File: config.mk
export PLATFORM = sky130hd
export DESIGN_NAME = nibble_serial_adder
export DESIGN_NICKNAME = d
export VERILOG_FILES = /design/src/rtl/nibble_serial_adder.sv
export SDC_FILE = /design/constraint.sdc
export NUM_CORES = 1
export LEC_CHECK = 0
export BUFFER_PORTS_ARGS = -buffer_cell sky130_fd_sc_hd__buf_2
export CORE_MARGIN = 4
export CORE_UTILIZATION = 55
export DETAILED_ROUTE_END_ITERATION = 12
export GPL_TIMING_DRIVEN = 0
export PLACE_DENSITY = 0.8
export SLEW_MARGIN = 0
export SYNTH_ARGS = -nofsm -noshare
export SYNTH_HDL_FRONTEND = slang
export SYNTH_SLANG_ARGS = --single-unit
File: constraint.sdc
create_clock -name clk -period 2.39 [get_ports clk]
set_input_delay 0.239 -clock clk [delete_from_list [all_inputs] [get_ports clk]]
set_output_delay 0.239 -clock clk [all_outputs]
set_load 0.02 [all_outputs]
File: src/rtl/nibble_serial_adder.sv
// -----------------------------------------------------------------------------
// nibble_serial_adder
//   Sequential WIDTH-bit adder. One 4-bit slice is added per cycle through a
//   single Conditional_sum_adder_4bit; the slice carry is registered and fed
//   back as the carry-in of the next slice.
//   {C_out, S} = A + B + C_in; V flags signed (two's complement) overflow.
//
// Ports
//   clk        in   rising-edge clock
//   rst_n      in   asynchronous active-low reset
//   in_valid   in   A, B, C_in valid
//   in_ready   out  operands can be accepted (high only in IDLE)
//   A, B       in   WIDTH-bit operands
//   C_in       in   carry into slice 0
//   out_valid  out  S, C_out, V valid (high only in DONE)
//   out_ready  in   downstream accepts the result
//   S          out  registered WIDTH-bit sum
//   C_out      out  registered carry out of the MSB slice
//   V          out  registered signed overflow flag
// -----------------------------------------------------------------------------

// 4-bit conditional-sum adder: every bit is summed for both possible carry-ins,
// pairs are merged by selecting on the lower carry, then the two pairs are
// merged the same way. The real carry-in only drives the final multiplexers.
module Conditional_sum_adder_4bit (
  input  logic [3:0] a,
  input  logic [3:0] b,
  input  logic       cin,
  output logic [3:0] sum,
  output logic       cout
);
  logic [3:0] s0, s1, c0, c1;   // per-bit sum/carry assuming carry-in 0 / 1
  logic [1:0] lo_s0, lo_s1, hi_s0, hi_s1;
  logic       lo_c0, lo_c1, hi_c0, hi_c1;
  logic [1:0] lo_s, hi_s;
  logic       lo_c;

  assign s0 = a ^ b;
  assign s1 = ~(a ^ b);
  assign c0 = a & b;
  assign c1 = a | b;

  // Level 1: bits [1:0] and [3:2], each resolved for both group carry-ins.
  assign lo_s0 = {c0[0] ? s1[1] : s0[1], s0[0]};
  assign lo_c0 =  c0[0] ? c1[1] : c0[1];
  assign lo_s1 = {c1[0] ? s1[1] : s0[1], s1[0]};
  assign lo_c1 =  c1[0] ? c1[1] : c0[1];

  assign hi_s0 = {c0[2] ? s1[3] : s0[3], s0[2]};
  assign hi_c0 =  c0[2] ? c1[3] : c0[3];
  assign hi_s1 = {c1[2] ? s1[3] : s0[3], s1[2]};
  assign hi_c1 =  c1[2] ? c1[3] : c0[3];

  // Level 2: the real carry-in picks the low pair, whose carry picks the high pair.
  assign lo_s = cin  ? lo_s1 : lo_s0;
  assign lo_c = cin  ? lo_c1 : lo_c0;
  assign hi_s = lo_c ? hi_s1 : hi_s0;
  assign cout = lo_c ? hi_c1 : hi_c0;
  assign sum  = {hi_s, lo_s};
endmodule

module nibble_serial_adder #(
  parameter int WIDTH = 16
) (
  input  logic             clk,
  input  logic             rst_n,
  input  logic             in_valid,
  output logic             in_ready,
  input  logic [WIDTH-1:0] A,
  input  logic [WIDTH-1:0] B,
  input  logic             C_in,
  output logic             out_valid,
  input  logic             out_ready,
  output logic [WIDTH-1:0] S,
  output logic             C_out,
  output logic             V
);
  localparam int NSLICE = WIDTH / 4;
  localparam int IDX_W  = (NSLICE > 1) ? $clog2(NSLICE) : 1;
  localparam logic [IDX_W-1:0] LAST_IDX = IDX_W'(NSLICE - 1);

  if ((WIDTH % 4) != 0 || WIDTH < 8) begin : g_bad_width
    $error("nibble_serial_adder: WIDTH must be a multiple of 4 and >= 8");
  end

  typedef enum logic [1:0] {IDLE, RUN, DONE} state_t;

  state_t           state, state_next;
  logic [WIDTH-1:0] op_a, op_b;   // shift right one nibble per slice
  logic             carry;
  logic [IDX_W-1:0] idx;
  logic [3:0]       nib_sum;
  logic             nib_cout;
  logic             last_slice;

  Conditional_sum_adder_4bit u_csa (
    .a    (op_a[3:0]),
    .b    (op_b[3:0]),
    .cin  (carry),
    .sum  (nib_sum),
    .cout (nib_cout)
  );

  assign last_slice = (idx == LAST_IDX);

  // NOTE: state registers use non-blocking assignments so every flop samples
  // pre-edge values regardless of process ordering.
  always_ff @(posedge clk or negedge rst_n) begin
    if (!rst_n) state <= IDLE;
    else        state <= state_next;
  end

  // NOTE: every output of this block is given a default first, so no path
  // leaves a signal unassigned and no latch is inferred.
  always_comb begin
    state_next = state;
    in_ready   = 1'b0;
    out_valid  = 1'b0;
    unique case (state)
      IDLE: begin
        in_ready = 1'b1;
        if (in_valid) state_next = RUN;
      end
      RUN: begin
        if (last_slice) state_next = DONE;
      end
      DONE: begin
        out_valid = 1'b1;
        if (out_ready) state_next = IDLE;
      end
      default: state_next = IDLE;
    endcase
  end

  always_ff @(posedge clk or negedge rst_n) begin
    if (!rst_n) begin
      op_a  <= '0;
      op_b  <= '0;
      carry <= 1'b0;
      idx   <= '0;
      S     <= '0;
      C_out <= 1'b0;
      V     <= 1'b0;
    end else begin
      unique case (state)
        IDLE: begin
          if (in_valid) begin
            op_a  <= A;
            op_b  <= B;
            carry <= C_in;
            idx   <= '0;
          end
        end
        RUN: begin
          S[4*idx +: 4] <= nib_sum;
          carry         <= nib_cout;
          op_a          <= op_a >> 4;
          op_b          <= op_b >> 4;
          idx           <= idx + IDX_W'(1);
          if (last_slice) begin
            // On the last slice the low nibble of each shift register holds
            // the operand's top nibble, so bit 3 is the operand sign bit.
            C_out <= nib_cout;
            V     <= (op_a[3] == op_b[3]) && (nib_sum[3] != op_a[3]);
          end
        end
        default: ;
      endcase
    end
  end
endmodule

==> run summary <==
## Worst hold path
• hold endpoint: state[1]
• Hold Startpoint: out_ready
• Worst Hold Depth: 2
• min-delay worst type: in -> reg

## Timing
• part of the cycle the worst path needs: 0.791
• Worst Max-Slew Pin Slew: 1200 ps
• Slew Limit Headroom: 0.202
• setup repair after global routing missed its margin: false
• hold violation total from the final report: 0
• Pins Over Slew Limit: 0
• total negative slack: 0 ps
• Highest Clock Rate: 0.529 GHz
• Worst Hold Margin: 123 ps
• post-route minimum period: 1890 ps
• final worst clock skew: 7.53 ps
• setup-violating endpoint count in the final report: 0

## Global routing
• GRT Total Usage: 0.211
• global-route wire length before repair: 10.4 mm
• total overflow reported by the global router: 0
• initial antenna violation count: 0
• via count of the first global-routing pass: 2200
• maximum number of pins on one net before global-route repair: 56

## Synth
• warning count from the yosys run: 0
• most used flip-flop cell after synthesis: sky130_fd_sc_hd__dfrtp_1
• post-synth top area cell: sky130_fd_sc_hd__dfrtp_1
• post-synthesis cell count: 290
• top-area cell type share of the netlist area: 0.486
• synthesis-stage register bit count: 55
• combined area of all synthesized cells: 0.00283 mm²
• share of synthesized flip-flops with an asynchronous set or reset: 1.00
• number of enable-type register cells in the synthesized netlist: 0
• mean instance size in the synthesized netlist: 9.76 µm²
• share of the synthesized netlist area taken by xor and xnor gates: 0.00619
• share of the synthesized area in compound gates (AO/OA/AOI/OAI): 0.159
• Simple-Gate Fraction of Synth Area: 0.165
• number of distinct library cells after synthesis: 38
• sequential area share after synthesis: 0.486
• combinational family with the most area after synthesis: simple AND/OR/NAND/NOR gates
• post-synth net total: 339
• proportion of synthesized area in mux cells: 0.0884
• arithmetic-cell share of the synthesized area counting full adders, half adders and majority gates: 0.0530
• top post-synthesis cells by area: sky130_fd_sc_hd__dfrtp_1, sky130_fd_sc_hd__mux2i_1, sky130_fd_sc_hd__o21ai_0

## Place
• Routability Congestion: 0.858
• HPWL after detailed placement: 4.51 mm
• Port Buffers: 56

## Layout
• # nets final: 402
• multi-input logic area: 0.00134 mm²
• Layout area overhead: 16.5%
• number of diodes added for antenna fixing: 0
• number of filler cells placed in the layout: 384
• commonest cells after routing, fill and taps aside: sky130_fd_sc_hd__buf_2, sky130_fd_sc_hd__dfrtp_1, sky130_fd_sc_hd__nand2_1
• most common cell after layout, fill and taps aside: sky130_fd_sc_hd__buf_2
• share of final-layout standard cells stronger than drive strength 1: 0.212
• storage element area: 0.00138 mm²

## Worst setup path
• buffer and inverter count on the worst path: 0
• largest incremental delay on the critical path: 450 ps
• r2r endpoint: carry
• number of cells traversed by the worst register-to-register path: 5
• Worst path slowest cell: sky130_fd_sc_hd__a211oi_2
• category of the worst setup path capture point: flip-flop
• maximum fanout encountered on the critical timing path: 8
• Worst EP required: 2590 ps
• startpoint of the most critical register-to-register path: op_a[1]
• top cell family by delay on the critical path: compound AO/OA/AOI/OAI gates
• category of the worst setup path launch point: flip-flop
• Worst Path Class, Setup: reg -> reg
• sequence of cells on the critical path: ha_1 -> or2_1 -> a211oi_2 -> nor4_1 -> a311o_1
• data arrival time of the critical path: 2090 ps
• setup slack of the most critical reg-to-reg path: 500 ps

## Detailed routing
• ratio of routed vias to standard cells: 5.45
• first-pass iteration count of the detailed router: 4
• vias: 2293
• post-detailed-routing wire length: 6.22 mm
• routed len/inst: 14.8 µm
• final routed DRC violation total: 0
• number of antenna-violating nets in the routed design: 0
• Starting DRT DRC Count: 114

## Floorplanning
• Die W: 79.8 µm
• core region area: 0.00485 mm²
• floorplan die height: 79.8 µm
• starting density of the core: 0.584
• number of I/O pins: 57
• number of rows created at floorplan: 25
• floorplan die area: 0.00636 mm²

## Clock network
• clock latency at the later pin of the worst-skew pair: 310 ps
• Root Driver: sky130_fd_sc_hd__clkbuf_8
• total clock buffers created by CTS: 5
• TritonCTS clock tree: yes
• Post-CTS Setup Inserts: 0
• # H-tree levels: 2
• quantity of hold-fixing buffers added after cts: 0
• maximum number of buffers from clock root to sink: 2
• clock slew at reported path FFs: 100 ps
• number of instances resized during post-cts repair: 0
• number of sinks driven by the clock tree: 55

## Status
• status: finished clean

## Power
• Pwr per Cell Area: 1320 mW/mm²
• leakage power summed over all cells: 1.62 nW
• Max IR drop VDD: 0.533 mV

## Run
• maxcap violations: 0

-- synthesized netlist by cell type, types with 3 or more instances --
| cell | number |
|---|---|
| sky130_fd_sc_hd__o21ai_0 | 39 |
| sky130_fd_sc_hd__nor3_1 | 4 |
| sky130_fd_sc_hd__or3_1 | 4 |
| sky130_fd_sc_hd__nor2_1 | 7 |
| sky130_fd_sc_hd__mux2i_1 | 25 |
| sky130_fd_sc_hd__a21oi_1 | 10 |
| sky130_fd_sc_hd__a22o_1 | 5 |
| sky130_fd_sc_hd__nand2_1 | 50 |
| sky130_fd_sc_hd__nand4_1 | 3 |
| sky130_fd_sc_hd__o31ai_1 | 4 |
| sky130_fd_sc_hd__nor2b_1 | 12 |
| sky130_fd_sc_hd__nand2b_1 | 3 |
| sky130_fd_sc_hd__a221o_1 | 4 |
| sky130_fd_sc_hd__inv_1 | 15 |
| sky130_fd_sc_hd__dfrtp_1 | 55 |
| sky130_fd_sc_hd__clkbuf_1 | 10 |
| sky130_fd_sc_hd__ha_1 | 12 |
| sky130_fd_sc_hd__nor4_1 | 4 |
-- registers in the layout, indices dropped and copies added (netlist names) --
name,cells
S,16
op_a,16
op_b,16
idx,2
state,2
C_out,1
V,1
carry,1
-- cell families after synthesis --
logic type	Yosys count
simple gates	96
mux	25
buf+inv	29
xor+xnor	2
fa+ha+maj	12
compound gates	71
flops	55
-- routing by layer --
metal,global-route usage,share of wire
met5,0,0
met2,0.346,0.48
met1,0.277,0.44
met3,0.0530,0.057
met4,0.0642,0.017
-- worst max path at each step --
stage	start	to	slack (ps)	cells after the start
finish	op_a[1]	carry	500	5
global route	idx[0]	S[15]	340	6
CTS	op_a[1]	carry	510	5
detailed placement	op_a[1]	carry	530	5
global placement	op_a[1]	carry	530	5
floorplan	op_a[1]	carry	690	5
-- power by group --
group	leakage [nW]	internal, mW	switching [mW]
Combinational	0.851	0.873	1.37
Clock	0.0505	0.264	0.306
Sequential	0.717	1.29	0.258
Total	1.62	2.42	1.94
-- per-stage QoR --
stage               utilization  instance area (µm²)  std cells  total power, mW  worst slack (ps)
floorplan                     -                 2830        290             3.19               689
global placement          0.659                 3200        413             3.72               532
detailed placement        0.659                 3200        413             3.80               528
CTS                       0.681                 3300        421             4.38               513
global route              0.681                 3300        421             4.74               342
finish                    0.681                 3300        421             4.36               501
-- cell type report --
type / count / area share
multi-input combinational: 206 / 0.405
timing repair buffer: 56 / 0.0849
inverter: 15 / 0.0171
clock buffer: 7 / 0.0292
sequential: 55 / 0.417
tap: 67 / 0.0254
clock inverter: 1 / 0.00228
buffer: 14 / 0.0190
No activity file was read; power rests on OpenSTA's default activity.
